$ cat src/rtl/afisaj_pkg.sv
// afisaj_pkg
// Shared definitions for the seven-segment scan controller:
//   - active-low segment patterns, ordered {g,f,e,d,c,b,a}
//   - scan controller state encoding
//   - helper giving the digit index width for a given number of digits
package afisaj_pkg;

  localparam logic [6:0] CIFRA_0   = 7'b1000000;
  localparam logic [6:0] CIFRA_1   = 7'b1111001;
  localparam logic [6:0] CIFRA_2   = 7'b0100100;
  localparam logic [6:0] CIFRA_3   = 7'b0110000;
  localparam logic [6:0] CIFRA_4   = 7'b0011001;
  localparam logic [6:0] CIFRA_5   = 7'b0010010;
  localparam logic [6:0] CIFRA_6   = 7'b0000010;
  localparam logic [6:0] CIFRA_7   = 7'b1111000;
  localparam logic [6:0] CIFRA_8   = 7'b0000000;
  localparam logic [6:0] CIFRA_9   = 7'b0010000;
  localparam logic [6:0] SEG_E     = 7'b0000110;
  localparam logic [6:0] SEG_STINS = 7'h7F;

  // OPRIT: display dark, waiting for the first value; SCANARE: scanning.
  typedef enum logic {
    OPRIT   = 1'b0,
    SCANARE = 1'b1
  } stare_t;

  // Width of the digit index; never less than one bit.
  function automatic int latimeCifra(input int nrCifre);
    return (nrCifre > 1) ? $clog2(nrCifre) : 1;
  endfunction

endpackage

$ cat src/rtl/control_afisaj_generator_tick.sv
// generator_tick
// Dwell prescaler for the display scan. Counts 0..DIV_REFRESH-1 while
// enabled and is held at 0 while disabled, so scanning always restarts
// from the beginning of a dwell.
// Ports:
//   clk_i, rst_i - clock, asynchronous active-high reset
//   en_i         - count enable
//   tick_o       - high on the last cycle of a dwell
//   garda_o      - high during the dead-time at the start of a dwell
module generator_tick #(
  parameter int DIV_REFRESH = 50000,
  parameter int GARDA       = 2
) (
  input  logic clk_i,
  input  logic rst_i,
  input  logic en_i,
  output logic tick_o,
  output logic garda_o
);

  localparam int LC = (DIV_REFRESH > 1) ? $clog2(DIV_REFRESH) : 1;

  logic [LC-1:0] contor_q, contor_d;

  assign tick_o  = en_i && (contor_q == LC'(DIV_REFRESH - 1));
  assign garda_o = (contor_q < LC'(GARDA));

  // Next count: wrap after the last dwell cycle, park at zero when disabled.
  always_comb begin
    contor_d = contor_q;
    if (!en_i || tick_o) begin
      contor_d = '0;
    end else begin
      contor_d = contor_q + LC'(1);
    end
  end

  // Counter register.
  always_ff @(posedge clk_i or posedge rst_i) begin
    if (rst_i) begin
      contor_q <= '0;
    end else begin
      contor_q <= contor_d;
    end
  end

endmodule

$ cat src/rtl/decodor_7seg.sv
// decodor_7seg
// BCD to seven-segment decoder for common-anode displays (active-low).
// Values 10..15 are not BCD and are shown as 'E'.
// Ports:
//   bcd_i  - 4-bit input value
//   seg_o  - segments {g,f,e,d,c,b,a}, active-low
module decodor_7seg
  import afisaj_pkg::*;
(
  input  logic [3:0] bcd_i,
  output logic [6:0] seg_o
);

  // Pure lookup; anything outside 0..9 falls through to the error glyph.
  always_comb begin
    seg_o = SEG_E;
    case (bcd_i)
      4'd0:    seg_o = CIFRA_0;
      4'd1:    seg_o = CIFRA_1;
      4'd2:    seg_o = CIFRA_2;
      4'd3:    seg_o = CIFRA_3;
      4'd4:    seg_o = CIFRA_4;
      4'd5:    seg_o = CIFRA_5;
      4'd6:    seg_o = CIFRA_6;
      4'd7:    seg_o = CIFRA_7;
      4'd8:    seg_o = CIFRA_8;
      4'd9:    seg_o = CIFRA_9;
      default: seg_o = SEG_E;
    endcase
  end

endmodule

$ cat src/rtl/control_afisaj.sv
// control_afisaj
// Time-multiplexed scan controller for a common-anode multi-digit
// seven-segment display, sharing a single decoder across all digits.
// New values are accepted through a load/ready handshake and only take
// effect at a frame boundary, so a frame is never shown half old, half new.
// Ports:
//   clk_i, rst_i - clock, asynchronous active-high reset
//   date_i       - BCD value, nibble 0 is the rightmost digit
//   incarca_i    - load strobe, date_i sampled whenever high
//   gata_o       - high when no update is pending
//   anod_o       - digit enables, active-low, at most one low
//   segmente_o   - segments {g,f,e,d,c,b,a}, active-low
//   cifra_o      - index of the digit being scanned
//   cadru_o      - one-cycle pulse on every frame wrap
module control_afisaj
  import afisaj_pkg::*;
#(
  parameter int NR_CIFRE     = 4,
  parameter int DIV_REFRESH  = 50000,
  parameter int GARDA        = 2,
  parameter bit SUPRIMA_ZERO = 1'b1
) (
  input  logic                             clk_i,
  input  logic                             rst_i,
  input  logic [4*NR_CIFRE-1:0]            date_i,
  input  logic                             incarca_i,
  output logic                             gata_o,
  output logic [NR_CIFRE-1:0]              anod_o,
  output logic [6:0]                       segmente_o,
  output logic [latimeCifra(NR_CIFRE)-1:0] cifra_o,
  output logic                             cadru_o
);

  localparam int            LC     = latimeCifra(NR_CIFRE);
  localparam logic [LC-1:0] ULTIMA = LC'(NR_CIFRE - 1);

  stare_t                stare_q, stare_d;
  logic [LC-1:0]         cifra_q, cifra_d;
  logic [4*NR_CIFRE-1:0] afisaj_q, afisaj_d;
  logic [4*NR_CIFRE-1:0] asteptare_q, asteptare_d;
  logic                  areAsteptare_q, areAsteptare_d;
  logic                  cadru_q, cadru_d;
  logic [NR_CIFRE-1:0]   anod_q, anod_d;
  logic [6:0]            seg_q, seg_d;

  logic                  tick;
  logic                  garda;
  logic                  comit;
  logic [3:0]            nibble;
  logic                  stins;
  logic [NR_CIFRE-1:0]   zeroSus;
  logic [6:0]            segDecodat;

  generator_tick #(
    .DIV_REFRESH(DIV_REFRESH),
    .GARDA      (GARDA)
  ) uGeneratorTick (
    .clk_i  (clk_i),
    .rst_i  (rst_i),
    .en_i   (stare_q == SCANARE),
    .tick_o (tick),
    .garda_o(garda)
  );

  decodor_7seg uDecodor (
    .bcd_i(nibble),
    .seg_o(segDecodat)
  );

  // A frame ends on the tick that leaves the last digit.
  assign comit = (stare_q == SCANARE) && tick && (cifra_q == ULTIMA);

  // Control path: first load turns the display on directly; afterwards
  // loads are parked in the pending register (last one wins) and moved
  // to the display only at the frame wrap. A load landing exactly on the
  // wrap bypasses the pending register.
  always_comb begin
    stare_d        = stare_q;
    cifra_d        = cifra_q;
    afisaj_d       = afisaj_q;
    asteptare_d    = asteptare_q;
    areAsteptare_d = areAsteptare_q;
    cadru_d        = 1'b0;
    case (stare_q)
      OPRIT: begin
        if (incarca_i) begin
          stare_d  = SCANARE;
          afisaj_d = date_i;
        end
      end
      SCANARE: begin
        if (tick) begin
          cifra_d = (cifra_q == ULTIMA) ? '0 : cifra_q + LC'(1);
        end
        if (comit) begin
          cadru_d        = 1'b1;
          areAsteptare_d = 1'b0;
          asteptare_d    = '0;
          if (incarca_i) begin
            afisaj_d = date_i;
          end else if (areAsteptare_q) begin
            afisaj_d = asteptare_q;
          end
        end else if (incarca_i) begin
          asteptare_d    = date_i;
          areAsteptare_d = 1'b1;
        end
      end
      default: stare_d = OPRIT;
    endcase
  end

  // Digit selection: pick the nibble under scan and decide whether it is
  // a leading zero. zeroSus[i] means nibble i and every higher one are 0.
  always_comb begin
    zeroSus = '0;
    nibble  = '0;
    stins   = 1'b0;
    zeroSus[NR_CIFRE-1] = (afisaj_q[4*NR_CIFRE-1 -: 4] == 4'd0);
    for (int i = NR_CIFRE - 2; i >= 0; i--) begin
      zeroSus[i] = (afisaj_q[4*i +: 4] == 4'd0) && zeroSus[i+1];
    end
    for (int i = 0; i < NR_CIFRE; i++) begin
      if (cifra_q == LC'(i)) begin
        nibble = afisaj_q[4*i +: 4];
        stins  = SUPRIMA_ZERO && (i != 0) && zeroSus[i];
      end
    end
  end

  // Drive pattern for the next cycle: dark while off or in dead-time,
  // otherwise enable the scanned digit and show it unless suppressed.
  always_comb begin
    anod_d = '1;
    seg_d  = SEG_STINS;
    if ((stare_q == SCANARE) && !garda) begin
      for (int i = 0; i < NR_CIFRE; i++) begin
        anod_d[i] = (cifra_q != LC'(i));
      end
      if (!stins) begin
        seg_d = segDecodat;
      end
    end
  end

  // State and output registers; reset discards any pending value.
  always_ff @(posedge clk_i or posedge rst_i) begin
    if (rst_i) begin
      stare_q        <= OPRIT;
      cifra_q        <= '0;
      afisaj_q       <= '0;
      asteptare_q    <= '0;
      areAsteptare_q <= 1'b0;
      cadru_q        <= 1'b0;
      anod_q         <= '1;
      seg_q          <= SEG_STINS;
    end else begin
      stare_q        <= stare_d;
      cifra_q        <= cifra_d;
      afisaj_q       <= afisaj_d;
      asteptare_q    <= asteptare_d;
      areAsteptare_q <= areAsteptare_d;
      cadru_q        <= cadru_d;
      anod_q         <= anod_d;
      seg_q          <= seg_d;
    end
  end

  assign gata_o     = !areAsteptare_q;
  assign anod_o     = anod_q;
  assign segmente_o = seg_q;
  assign cifra_o    = cifra_q;
  assign cadru_o    = cadru_q;

endmodule
$ cat config.mk
export PLATFORM = sky130hd
export DESIGN_NAME = control_afisaj
export DESIGN_NICKNAME = d
export VERILOG_FILES = /design/src/rtl/afisaj_pkg.sv /design/src/rtl/control_afisaj_generator_tick.sv /design/src/rtl/decodor_7seg.sv /design/src/rtl/control_afisaj.sv
export SDC_FILE = /design/constraint.sdc
export NUM_CORES = 1
export LEC_CHECK = 0
export BUFFER_PORTS_ARGS = -buffer_cell sky130_fd_sc_hd__buf_2
export CORE_ASPECT_RATIO = 1.4
export CORE_MARGIN = 2
export CORE_UTILIZATION = 45
export CTS_CLUSTER_DIAMETER = 40
export DETAILED_ROUTE_END_ITERATION = 6
export PLACE_DENSITY = 0.75
export SYNTH_ARGS = -nofsm -noshare
export SYNTH_HDL_FRONTEND = slang
export SYNTH_SLANG_ARGS = --single-unit
$ cat constraint.sdc
create_clock -name clk_i -period 2.19 [get_ports clk_i]
set_input_delay 0.3285 -clock clk_i [delete_from_list [all_inputs] [get_ports clk_i]]
set_output_delay 0.3285 -clock clk_i [all_outputs]
set_load 0.1 [all_outputs]
## Yosys cells after proc, flatten, opt, wreduce, memory -nomap -nowiden

Memory sizes are Yosys's and may differ from the RTL's.
Index checks and enable logic that the tools add are counted.

| word-level totals | value |
|---|---|
| register bits after elaboration | 64 |
| latch bits | 0 |
| RAM bits | 0 |
| bits in read-only memories | 112 |
| input bits | 19 |
| output and inout bits | 15 |
| word-level logic and storage cells | 67 |
| memories | 1 |

| operators by class | value |
|---|---|
| $add $sub $neg | 2 |
| multiply operators | 0 |
| divide/modulo/power cells | 0 |
| order comparisons | 1 |
| equality and inequality tests | 10 |
| shifts and indexed selects | 0 |
| muxes and demuxes | 24 |
| bitwise operators | 1 |
| reduce and logical (&&, ||, !) cells | 19 |

Memory list:

| memory | depth | width | rd ports | clocked after Yosys merged registers in | wr ports | RTL line | text |
|---|---|---|---|---|---|---|---|
| (no name shown) | 16 | 7 | 1 | 0 | 0 | decodor_7seg.sv:17 | `case (bcd_i)` |

Operator list:

| cell | number |
|---|---|
| $mux W16 | 6 |
| $pmux W16 S2 | 1 |
| $mux W4 | 5 |
| $add A16 B1 Y16 const B | 1 |
| $eq A16 B16 Y1 const B | 1 |
| $lt A16 B2 Y1 const B | 1 |
| $mux W7 | 2 |
| $logic_not A4 Y1 | 3 |
| $mux W1 | 9 |
| $logic_and A1 B1 Y1 | 6 |
| $ne A2 B2 Y1 const B | 3 |
| $eq A2 B2 Y1 const B | 2 |
| $ne A2 B1 Y1 const B | 2 |
| $reduce_and A2 Y1 | 2 |
| $reduce_bool A2 Y1 | 2 |
| $logic_not A1 Y1 | 3 |
| $ne A3 B2 Y1 const B | 1 |
| $reduce_and A3 Y1 | 1 |
| $add A2 B1 Y2 const B | 1 |
| $eq A2 B1 Y1 const B | 1 |
| $logic_not A2 Y1 | 1 |
| $mux W2 | 1 |
| $logic_or A1 B1 Y1 | 1 |
| $not A1 Y1 | 1 |

## Logic depth before layout (Yosys ltp)

| depth | value |
|---|---|
| word-level depth | 8 |
| gate-level depth with buffers | 10 |
| depth with buffers taken out | 9 |

## By module

Synthesis repeated with hierarchy kept, for this count alone.

| second synthesis, totals | value |
|---|---|
| cells, all modules | 289 |
| area total of the unflattened synthesis | 3284.4 sq um |

By module, submodules not included:

| module | instances | cells each | area each (sq um) | seq. area each (sq um) |
|---|---|---|---|---|
| control_afisaj | 1 | 171 | 2243.4 | 1214.9 |
| generator_tick | 1 | 91 | 849.6 | 400.4 |
| decodor_7seg | 1 | 27 | 191.4 | 0.0 |

## Least setup slack after synthesis

OpenSTA, ideal clock, no wires.

| timing path | value |
|---|---|
| kind | reg-to-reg |
| start | reg cifra_q[0], in the netlist cifra_o[0] |
| end | reg seg_q[1], in the netlist segmente_o[1] |
| setup time | 0.079 ns |
| arrival time | 2.753 ns |
| path slack | -0.642 ns |
| cell stages (with the launch flop) | 10 |
| clock period less this slack | 2.832 ns |
| cells stage by stage | dfrtp_1 ha_1 buf_2 clkbuf_8 nor2_1 a22o_1 or2_2 ha_1 o21a_1 o21ai_0 |

| between the ends | value |
|---|---|
| longest elaborated chain between the ends | 8 |
| elaborated cells on any way between the ends | 14 |
| classes of those cells | eq/ne: 3; mux: 9; reduce/logical: 1; memory: 1 |

Ends and longest elaborated chain:

| element | RTL line | text |
|---|---|---|
| start, declared | control_afisaj.sv:38 | `logic [LC-1:0] cifra_q, cifra_d;` |
| start signal, assigned | control_afisaj.sv:159 | `cifra_q <= cifra_d;` |
| $logic_not A2 Y1 | control_afisaj.sv:124 | `if (cifra_q == LC'(i)) begin` |
| $mux W4 (4 in a row) | control_afisaj.sv:124 |  |
| $mem_v2 Z16 W7 | n/a |  |
| $mux W7 (*) | control_afisaj.sv:140 | `if (!stins) begin` |
| $mux W7 (*) | control_afisaj.sv:136 | `if ((stare_q == SCANARE) && !garda) begin` |
| named net seg_d[1] | control_afisaj.sv:44 | `logic [6:0] seg_q, seg_d;` |
| end signal, assigned | control_afisaj.sv:165 | `seg_q <= seg_d;` |
| end, declared | control_afisaj.sv:44 |  |

Mark *: on every way through the listed nets, which the timed path passes. The rest lies on a longest branch.
A chain may end at the register's enable or synchronous reset.

## Final worst setup path

| timing path | value |
|---|---|
| start | reg cifra_q[0], in the netlist cifra_o[0] |
| end | reg seg_q[5], in the netlist segmente_o[5] |

Same word-level chain as after synthesis.

==> impl_metrics.json <==
{
  "floorplan.die.width_um": 83.2,
  "timing.max_cap.violations": 0,
  "timing.final.max_slew_violations": 0,
  "setup_violations": 0,
  "synth_top_area_frac": 0.336,
  "worst_hold_path_type": "input port to async pin",
  "arithmetic_cell_share_of_the_synthesized_area_counting_full_adders_half_adders_and_majority_gates": 0.0317,
  "crit_slowest_cell": "sky130_fd_sc_hd__dfrtp_2",
  "yosys-top-cells-count": "53 x sky130_fd_sc_hd__dfrtp_1, 37 x sky130_fd_sc_hd__nand3_1, 35 x sky130_fd_sc_hd__a21oi_1",
  "critical_path_maximum_fanout": 30,
  "number_of_global_route_vias_before_repair": 3274,
  "finish.cell_count_without_fillers": 549,
  "port_bufs": 33,
  "antenna_cells": 0,
  "cts_max_path_buffers": 2,
  "synth.cell_area_um2": 3950,
  "cts-buffers-inserted": 9,
  "static-leakage-power_nw": 1.95,
  "critPathCaptureType": "flip-flop",
  "yosysMostFrequentCell": "sky130_fd_sc_hd__dfrtp_1",
  "synth-edff-count": 0,
  "final.hold.worst_slack_ns": 0.0503,
  "cp_cell_sequence": "ha_4, a211oi_1, a211oi_4, inv_1, ha_1, and2_1, o21ai_1",
  "avgRoutedWirePerCell_um": 16.3,
  "post-route-worst-setup-slack_ns": 0.193,
  "syn_nets": 444,
  "clk-insertion-delay-late_ns": 0.33,
  "synth_top_family_by_area": "simple AND/OR/NAND/NOR gates",
  "core_um2": 8560,
  "post_synth_and_or_nand_nor_area_fraction": 0.244,
  "die_height_um": 115,
  "instance_count_after_placement_with_tap_cells_included": 533,
  "crit_buf_inv": 1,
  "layout_min_cycle_time_ns": 2.00,
  "yosys-mux-area-fraction": 0.0608,
  "design.portCount": 34,
  "dp_hpwl_um": 6300,
  "post-route-util": 0.520,
  "worst_ep_arrival_time_ns": 2.26,
  "detailedRoute.firstPassIterationCount": 5,
  "remaining_drc_errors": 0,
  "ys_ff_latch": 64,
  "wire_length_of_the_first_global_routing_pass_um": 15500,
  "layout.nets": 468,
  "track_usage": 0.201,
  "worst_pin_slew_ns": 0.588,
  "rsz0062_at_grt": "false",
  "setup.worst_path.class": "flip-flop to flip-flop",
  "cts_htree_levels": 3,
  "route.vias.total": 3199,
  "outcome": "finished, final reports clean",
  "cp_data_required_time_ns": 2.45,
  "grt-ovfl-total": 0,
  "clkSlewWorstSetupHoldPaths_ns": 0.05,
  "worstSetupStartpointType": "flip-flop",
  "postRouteWirelength_um": 8930,
  "post_synth_num_cell_types": 56,
  "detailedRoute.firstIterationViolations": 168,
  "drive_above_1_share": 0.284,
  "final_area_um2": 4450,
  "floorplan.initialDensity": 0.462,
  "grt_start_max_net_pins": 65,
  "antenna_found_initial": 0,
  "cts_tree": "built",
  "synthesis_to_layout_area_growth_pct": 12.6,
  "postSynthCellCount": 415,
  "share_of_the_synthesized_area_in_compound_gates_ao_oa_aoi_oai": 0.139,
  "p_per_area_nw_per_um2": 784,
  "ys.flop_type": "sky130_fd_sc_hd__dfrtp_1",
  "place_ws_ns": 0.112,
  "synth_xor_xnor_area_share": 0.0266,
  "final.period_utilization": 0.912,
  "place_area_um2": 4150,
  "vias_per_cell": 5.83,
  "synth_area_per_cell_um2": 9.52,
  "tritoncts_num_sinks": 64,
  "timing.critical_path.slowest_cell_delay_ns": 0.43,
  "max-slew-margin-rel": 0.607,
  "num_rows": 40,
  "clock-skew-final_ns": 0.00828,
  "max_freq_mhz": 501,
  "ant_nets": 0,
  "clock_tree.root_cell": "sky130_fd_sc_hd__clkbuf_16",
  "final_hold_violation_count": 0,
  "largest_voltage_drop_on_the_vdd_net_mv": 0.480,
  "async_reset_ff_frac": 1.00,
  "synth-seq-area-share": 0.409,
  "cpLargestDelayFamily": "compound AO/OA/AOI/OAI gates",
  "full_die_area_um2": 9560,
  "dominant_cells_by_area_after_synthesis": "sky130_fd_sc_hd__dfrtp_1 34%, sky130_fd_sc_hd__dfstp_2 7.3%, sky130_fd_sc_hd__nand3_1 4.7%, sky130_fd_sc_hd__mux2_2 4.6%, sky130_fd_sc_hd__a21oi_1 4.4%",
  "yosysWarningCount": 0,
  "gp_routability_congestion": 0.837,
  "synth_top_area_cell": "sky130_fd_sc_hd__dfrtp_1"
}
==> logic make-up (layout without fill, tap and decap cells) <==
kind of cell / after synthesis / after routing
AND/OR/NAND/NOR: 167 / 167
buffers and inverters: 58 / 87
multiplexers: 21 / 21
adder cells (fa/ha/maj): 10 / 10
AO/OA/AOI/OAI: 83 / 83
XOR/XNOR: 12 / 12
flip-flops: 64 / 64
==> registers in the layout (all words and copies together) (netlist names) <==
register                 cells
afisaj_q                    16
anod_o                       4
areAsteptare_q               1
asteptare_q                 16
cadru_o                      1
cifra_o                      2
segmente_o                   7
stare_q                      1
uGeneratorTick.contor_q     16
==> layout by cell type, fill, tap and decap left out, types with 5 or more instances in the layout <==
cell type,n
sky130_fd_sc_hd__dfrtp_1,51
sky130_fd_sc_hd__nand3_1,37
sky130_fd_sc_hd__a21oi_1,35
sky130_fd_sc_hd__buf_2,33
sky130_fd_sc_hd__nand2_1,28
sky130_fd_sc_hd__inv_1,22
sky130_fd_sc_hd__nor4_1,21
sky130_fd_sc_hd__nor3_1,17
sky130_fd_sc_hd__nor2_1,17
sky130_fd_sc_hd__mux2_2,16
sky130_fd_sc_hd__o221ai_1,13
sky130_fd_sc_hd__buf_4,12
sky130_fd_sc_hd__dfstp_2,11
sky130_fd_sc_hd__or2b_2,10
sky130_fd_sc_hd__xor2_1,10
sky130_fd_sc_hd__clkbuf_16,9
sky130_fd_sc_hd__a211oi_1,7
sky130_fd_sc_hd__ha_1,6
sky130_fd_sc_hd__o21ai_0,5
==> layout make-up <==
type                       count  area, µm²
clock buffer                  14        264
clock inverter                 2       37.5
fill                         788       4110
inverter                      25       93.8
multi-input combinational    293       2030
sequential                    64       1620
tap                          105        131
timing repair buffer          46        275
==> through the flow <==
| stage | power, mW | TNS, ns |
|---|---|---|
| 6_report | 3.49 | 0 |
| 5_1_grt | 3.63 | 0 |
| 2_1_floorplan | 1.97 | -0.173 |
| 3_5_place_dp | 2.08 | 0 |
| 4_1_cts | 3.52 | 0 |
| 3_3_place_gp | 2.06 | 0 |
==> routing by layer <==
metal	GRT usage	share of wire	vias to the layer above
li1	-	-	1550
met2	0.344	0.51	91
met1	0.237	0.42	1541
met4	0.103	0.027	0
met3	0.0459	0.050	17
met5	0	0	-
==> power by group <==
part	internal [mW]	switching (mW)	total (mW)
sequential	1.31	0.104	1.42
combinational	0.191	0.445	0.636
clock	0.943	0.490	1.43
==> path summary, 6_finish.rpt <==
check / startpoint / end / slack, ns / cells after the start
min in group clk_i: date_i[11] / asteptare_q[11]$_DFFE_PP0P_ / 0.28 / 3
setup / recovery: cifra_o[0]$_DFFE_PP0P_ / segmente_o[5]$_DFF_PP1_ / 0.19 / 7
hold / removal: rst_i / asteptare_q[4]$_DFFE_PP0P_ / 0.05 / 3
setup reg to reg: cifra_o[0]$_DFFE_PP0P_ / segmente_o[5]$_DFF_PP1_ / 0.19 / 7
max in group asynchronous: rst_i / anod_o[0]$_DFF_PP1_ / 1.81 / 3
hold reg to reg: uGeneratorTick.contor_q[0]$_DFF_PP0_ / uGeneratorTick.contor_q[0]$_DFF_PP0_ / 0.49 / 1
==> what timing repair did <==
item,4_1_cts,5_1_grt
setup buffers,0,0
resized for setup,0,1
hold buffers,0,0
setup endpoints to repair,0,2
==> worst min-delay path, delay by kind of cell <==
family	cells	cell delay [ns]
buffers and inverters	3	0.46
Power figures use the tool's default switching activity.
